File: src/rtl/quad_gen_pkg.sv
// Shared types and Gray-code tables for the quadrature/switch stimulus generator.
package quad_gen_pkg;

  typedef enum logic [1:0] {IDLE, EDGE, HOLD} quad_state_e;
  typedef enum logic [1:0] {S_IDLE, S_BOUNCE, S_PRESS} sw_state_e;

  // (a,b) pairs indexed by phase, phase 0 at [1:0]; every step walks phase 1,2,3,0
  localparam logic [7:0] GRAY_CW  = {2'b01, 2'b11, 2'b10, 2'b00};
  localparam logic [7:0] GRAY_CCW = {2'b10, 2'b11, 2'b01, 2'b00};

  function automatic logic [1:0] gray_ab(input logic cw, input logic [1:0] ph);
    return cw ? GRAY_CW[{ph, 1'b0} +: 2] : GRAY_CCW[{ph, 1'b0} +: 2];
  endfunction

endpackage

File: src/rtl/quad_sw_gen.sv
// Switch press generator: optional bounce toggles followed by a stable press.
module quad_sw_gen
  import quad_gen_pkg::*;
#(
  parameter int PRESS_CYCLES  = 50,
  parameter int BOUNCE_EDGES  = 0,
  parameter int BOUNCE_CYCLES = 2
) (
  input  logic clk,
  input  logic rst,
  input  logic sw_req,
  output logic sw,
  output logic sw_busy
);

  localparam int MAX_C = (PRESS_CYCLES > BOUNCE_CYCLES) ? PRESS_CYCLES : BOUNCE_CYCLES;
  localparam int CNT_W = $clog2(MAX_C + 1);
  localparam int TOG_W = $clog2(BOUNCE_EDGES + 2);
  localparam logic [CNT_W-1:0] PRESS_RELOAD  = CNT_W'(PRESS_CYCLES - 1);
  localparam logic [CNT_W-1:0] BOUNCE_RELOAD = CNT_W'(BOUNCE_CYCLES - 1);

  sw_state_e        state_q, state_d;
  logic [CNT_W-1:0] cnt_q, cnt_d;
  logic [TOG_W-1:0] tog_q, tog_d;
  logic             sw_q, sw_d;
  logic             busy_q, busy_d;

  always_comb begin
    state_d = state_q;
    cnt_d   = cnt_q;
    tog_d   = tog_q;
    sw_d    = sw_q;
    busy_d  = busy_q;
    case (state_q)
      S_IDLE: if (sw_req) begin
        sw_d   = 1'b1;
        busy_d = 1'b1;
        if (BOUNCE_EDGES > 0) begin
          state_d = S_BOUNCE;
          cnt_d   = BOUNCE_RELOAD;
          tog_d   = TOG_W'(BOUNCE_EDGES);
        end else begin
          state_d = S_PRESS;
          cnt_d   = PRESS_RELOAD;
        end
      end
      // even toggle count leaves sw high when the last bounce lands
      S_BOUNCE: if (cnt_q == '0) begin
        sw_d = ~sw_q;
        if (tog_q == TOG_W'(1)) begin
          state_d = S_PRESS;
          cnt_d   = PRESS_RELOAD;
        end else begin
          tog_d = tog_q - 1'b1;
          cnt_d = BOUNCE_RELOAD;
        end
      end else begin
        cnt_d = cnt_q - 1'b1;
      end
      S_PRESS: if (cnt_q == '0) begin
        state_d = S_IDLE;
        sw_d    = 1'b0;
        busy_d  = 1'b0;
      end else begin
        cnt_d = cnt_q - 1'b1;
      end
      default: state_d = S_IDLE;
    endcase
  end

  always_ff @(posedge clk) begin
    if (rst) begin
      state_q <= S_IDLE;
      cnt_q   <= '0;
      tog_q   <= '0;
      sw_q    <= 1'b0;
      busy_q  <= 1'b0;
    end else begin
      state_q <= state_d;
      cnt_q   <= cnt_d;
      tog_q   <= tog_d;
      sw_q    <= sw_d;
      busy_q  <= busy_d;
    end
  end

  assign sw      = sw_q;
  assign sw_busy = busy_q;

endmodule

File: src/rtl/quad_gen.sv
// Quadrature encoder stimulus generator: step commands become ina/inb detents,
// press commands become an optionally bouncing sw line.
module quad_gen
  import quad_gen_pkg::*;
#(
  parameter int EDGE_CYCLES   = 5,
  parameter int PRESS_CYCLES  = 50,
  parameter int BOUNCE_EDGES  = 0,
  parameter int BOUNCE_CYCLES = 2,
  parameter int POS_W         = 16
) (
  input  logic             clk,
  input  logic             rst,
  input  logic             step_valid,
  input  logic             step_dir,
  output logic             step_ready,
  input  logic             sw_req,
  output logic             sw_busy,
  output logic             ina,
  output logic             inb,
  output logic             sw,
  output logic [POS_W-1:0] pos
);

  localparam int CNT_W = (EDGE_CYCLES > 1) ? $clog2(EDGE_CYCLES) : 1;
  localparam logic [CNT_W-1:0] EDGE_RELOAD = CNT_W'(EDGE_CYCLES - 1);
  localparam logic [CNT_W-1:0] HOLD_RELOAD = CNT_W'(EDGE_CYCLES - 2);

  quad_state_e      state_q, state_d;
  logic [CNT_W-1:0] cnt_q, cnt_d;
  logic [1:0]       edges_q, edges_d;
  logic [1:0]       phase_q, phase_d;
  logic             dir_q, dir_d;
  logic             ina_q, ina_d, inb_q, inb_d;
  logic [POS_W-1:0] pos_q, pos_d;
  logic             ready_q, ready_d;
  logic             fire, fire_dir;

  always_comb begin
    state_d  = state_q;
    cnt_d    = cnt_q;
    edges_d  = edges_q;
    phase_d  = phase_q;
    dir_d    = dir_q;
    ina_d    = ina_q;
    inb_d    = inb_q;
    pos_d    = pos_q;
    ready_d  = ready_q;
    fire     = 1'b0;
    fire_dir = dir_q;
    case (state_q)
      IDLE: if (step_valid && ready_q) begin
        fire     = 1'b1;
        fire_dir = step_dir;
        dir_d    = step_dir;
        cnt_d    = EDGE_RELOAD;
        edges_d  = 2'd3;
        ready_d  = 1'b0;
        state_d  = EDGE;
      end
      EDGE: if (cnt_q == '0) begin
        fire = 1'b1;
        if (edges_q == 2'd1) begin
          pos_d   = dir_q ? pos_q + POS_W'(1) : pos_q - POS_W'(1);
          edges_d = 2'd0;
          // HOLD is E-1 cycles long, so with E=1 it vanishes entirely
          if (EDGE_CYCLES == 1) begin
            state_d = IDLE;
            ready_d = 1'b1;
          end else begin
            state_d = HOLD;
            cnt_d   = HOLD_RELOAD;
          end
        end else begin
          edges_d = edges_q - 2'd1;
          cnt_d   = EDGE_RELOAD;
        end
      end else begin
        cnt_d = cnt_q - 1'b1;
      end
      HOLD: if (cnt_q == '0) begin
        state_d = IDLE;
        ready_d = 1'b1;
      end else begin
        cnt_d = cnt_q - 1'b1;
      end
      default: state_d = IDLE;
    endcase
    if (fire) begin
      phase_d        = phase_q + 2'd1;
      {ina_d, inb_d} = gray_ab(fire_dir, phase_d);
    end
  end

  always_ff @(posedge clk) begin
    if (rst) begin
      state_q <= IDLE;
      cnt_q   <= '0;
      edges_q <= '0;
      phase_q <= '0;
      dir_q   <= 1'b0;
      ina_q   <= 1'b0;
      inb_q   <= 1'b0;
      pos_q   <= '0;
      ready_q <= 1'b1;
    end else begin
      state_q <= state_d;
      cnt_q   <= cnt_d;
      edges_q <= edges_d;
      phase_q <= phase_d;
      dir_q   <= dir_d;
      ina_q   <= ina_d;
      inb_q   <= inb_d;
      pos_q   <= pos_d;
      ready_q <= ready_d;
    end
  end

  quad_sw_gen #(
    .PRESS_CYCLES (PRESS_CYCLES),
    .BOUNCE_EDGES (BOUNCE_EDGES),
    .BOUNCE_CYCLES(BOUNCE_CYCLES)
  ) u_sw (
    .clk    (clk),
    .rst    (rst),
    .sw_req (sw_req),
    .sw     (sw),
    .sw_busy(sw_busy)
  );

  assign ina        = ina_q;
  assign inb        = inb_q;
  assign pos        = pos_q;
  assign step_ready = ready_q;

endmodule

File: config.mk
export PLATFORM = sky130hd
export DESIGN_NAME = quad_gen
export DESIGN_NICKNAME = d
export VERILOG_FILES = /design/src/rtl/quad_gen_pkg.sv /design/src/rtl/quad_sw_gen.sv /design/src/rtl/quad_gen.sv
export SDC_FILE = /design/constraint.sdc
export NUM_CORES = 1
export LEC_CHECK = 0
export ABC_AREA = 1
export CORE_MARGIN = 2
export CORE_UTILIZATION = 50
export CTS_CLUSTER_SIZE = 25
export DETAILED_ROUTE_END_ITERATION = 7
export GPL_TIMING_DRIVEN = 0
export PLACE_DENSITY = 0.76
export SKIP_CTS_REPAIR_TIMING = 1
export SYNTH_ARGS = -nofsm -noshare
export SYNTH_HDL_FRONTEND = slang
export SYNTH_HIERARCHICAL = 1
export SYNTH_SLANG_ARGS = --single-unit
File: constraint.sdc
create_clock -name clk -period 1.95 [get_ports clk]
set_input_delay 0.195 -clock clk [delete_from_list [all_inputs] [get_ports clk]]
set_output_delay 0.195 -clock clk [all_outputs]
set_load 0.05 [all_outputs]
==> metrics.txt, run 1 <==
DRC Markers=0; Initial Util=0.520; diode count=0; worst skew pair latency=0.29 ns; first-pass GRT wire length=10200 µm; Critical Path RT=2.14 ns; crit path max fanout=15; WP data arrival=2.03 ns; Min-Delay Path Depth=2; top cell type's share of synthesized area=0.272; Critical Path Sink Type=flip-flop; setup TNS=0 ns; Filler Cell Count=467; Final Cell Area=3270 µm²; Rel. slew slack=0.618; number of I/O port buffers=25; Slew @ Worst Pin=0.571 ns; PwrDens=1300 nW/µm²; global route overflow=0; number of global-route vias before repair=2386; worst reg2reg path depth=11; status=finished clean; min Tclk post-route=1.84 ns; Syn Area/Cell=6.57 µm²; Die Footprint=5910 µm²; First-pass DRT Iterations=6; Routed WL=6230 µm; Sink Count=36; initial antenna violation count=0; Core Rows=26; GRT Total Usage=0.209; RD Place Congestion=0.887; clk root buf=clkbuf_8; total of max-cap violations=0; share of cells above drive strength 1=0.130; clock skew=0.00944 ns; I/O pins=26; Core ar.=5110 µm²; die height=76.9 µm; final setup violation count=0; H-tree depth=2; largest net degree at the start of global routing=16; CTS Buf Count=5; fmax=545 MHz; synthesized cell area=2650 µm²; Synth area leader=dfxtp_1; P&R area growth vs syn=23.3%; synth unique cells=38; most frequent cells in the layout=nand2_1 (100), inv_1 (75), nand3_1 (36); flops & latches, synth=36; unrepaired setup endpoints after global routing=true; crit path kind=flip-flop to flip-flop; Detailed Place HPWL=4460 µm; clock tree from TritonCTS=built; max-slew violations=0; Die Width=76.9 µm; register area=726 µm²; yosys warns=6; Longest Clk Path Bufs=2; WL/cell=12.3 µm; Final Hold Viols=0; clk slew on worst S/H paths=0.09 ns; detailed-route via count=2626; DR iter-0 viols=109; post-synthesis sequential area ratio=0.272; # nets final=466; post-route clock period utilization=0.941; Max VDD drop=0.929 mV; Multi-input gate area=1750 µm²; Via density=5.17; Synth area leaders=dfxtp_1 (27%), nand2_1 (15%), ha_1 (11%); total leakage power=1.64 nW; Post-DRT Antenna Nets=0; commonest non-fill, non-tap cell in the layout=nand2_1; synthesized net count=433; min-delay worst type=flip-flop to flip-flop; Placement Cell Area=2990 µm²; synthesized instance count=404; Worst setup SP type=flip-flop
==> sequential cells by signal, indices dropped and copies added (netlist names) <==
signal      flops
cnt_q           3
dir_q           1
edges_q         2
ina             1
inb             1
phase_q         2
pos            16
state_q         2
step_ready      1
u_sw/cnt_q      6
u_sw/sw         1
==> layout make-up <==
class                      count  share of cell area
inverter                      77              0.0895
sequential                    36               0.222
clock buffer                   5              0.0210
timing repair buffer          26              0.0834
tap                           70              0.0268
multi-input combinational    285               0.536
clock inverter                 3             0.00727
buffer                         6              0.0145
==> cell families after synthesis <==
group	after synthesis	synth area share
fa+ha+maj	24	0.116
xor+xnor	7	0.0231
buf+inv	83	0.126
compound gates	63	0.138
flops	36	0.272
simple gates	191	0.325
==> metal layers <==
metal | GRT usage | vias up | share of wire
met5 | 0 | - | 0
met4 | 0.0618 | 0 | 0.0092
met3 | 0.0459 | 8 | 0.040
met2 | 0.369 | 55 | 0.50
met1 | 0.252 | 1211 | 0.45
li1 | - | 1352 | -
==> per-stage QoR <==
step / worst slack, ns / util / total power, W / hold slack, ns / cells
after floorplan: 0.0302 / - / 0.00291 / 0.264 / 404
after global placement: -0.174 / 0.586 / 0.00334 / 0.454 / 499
after detailed placement: -0.179 / 0.586 / 0.00341 / 0.457 / 499
after CTS: -0.191 / 0.604 / 0.00399 / 0.474 / 507
after global routing: -0.0430 / 0.641 / 0.00468 / 0.501 / 508
final: 0.115 / 0.641 / 0.00427 / 0.474 / 508
==> worst max-delay path, cell delays in order (launching register included) <==
cell	delay [ns]
dfxtp_4	0.38
clkinvlp_4	0.10
buf_12	0.17
ha_4	0.29
or2_1	0.19
nand3_1	0.15
nand2_2	0.11
nand2_1	0.07
nand3_1	0.10
nand2_1	0.06
nor2_1	0.08
nor2_1	0.04
==> Yosys cell counts (all sizes together) <==
cell type and number:
nand3 38, and2 1, inv 77, o21ai 19, a31oi 1, o22ai 1, a21oi 27, nor3 5
o21bai 2, xnor2 4, clkbuf 1, dfxtp 36, ha 23, a211oi 1, nand4 5, nand2 110
fa 1, xor2 3, nand3b 1, o211ai 6, o21a 6, buf 5, nor2 29, or2 2
==> final timing paths <==
path / to / slack (ns) / startpoint
max: pos[13]$_SDFFE_PP0P_ / 0.11 / dir_q$_SDFF_PP0_
min: cnt_q[1]$_SDFFE_PP0P_ / 0.47 / cnt_q[1]$_SDFFE_PP0P_
max reg2reg: pos[13]$_SDFFE_PP0P_ / 0.11 / dir_q$_SDFF_PP0_
min reg2reg: cnt_q[1]$_SDFFE_PP0P_ / 0.47 / cnt_q[1]$_SDFFE_PP0P_
==> report_power, final <==
part           internal (W)  total, W  switching, W
clock network      0.000253  0.000558      0.000305
logic              0.000999   0.00266       0.00166
registers          0.000895   0.00105      0.000153
total               0.00215   0.00427       0.00212
Power figures use the tool's default switching activity.
==> inputs of run 2 (changes only) <==
Settings changed: ABC_CLOCK_PERIOD_IN_PS from default to 1950.
==> results of run 2 <==
No change in the layout: final DEF, timing and power equal those of run 1.
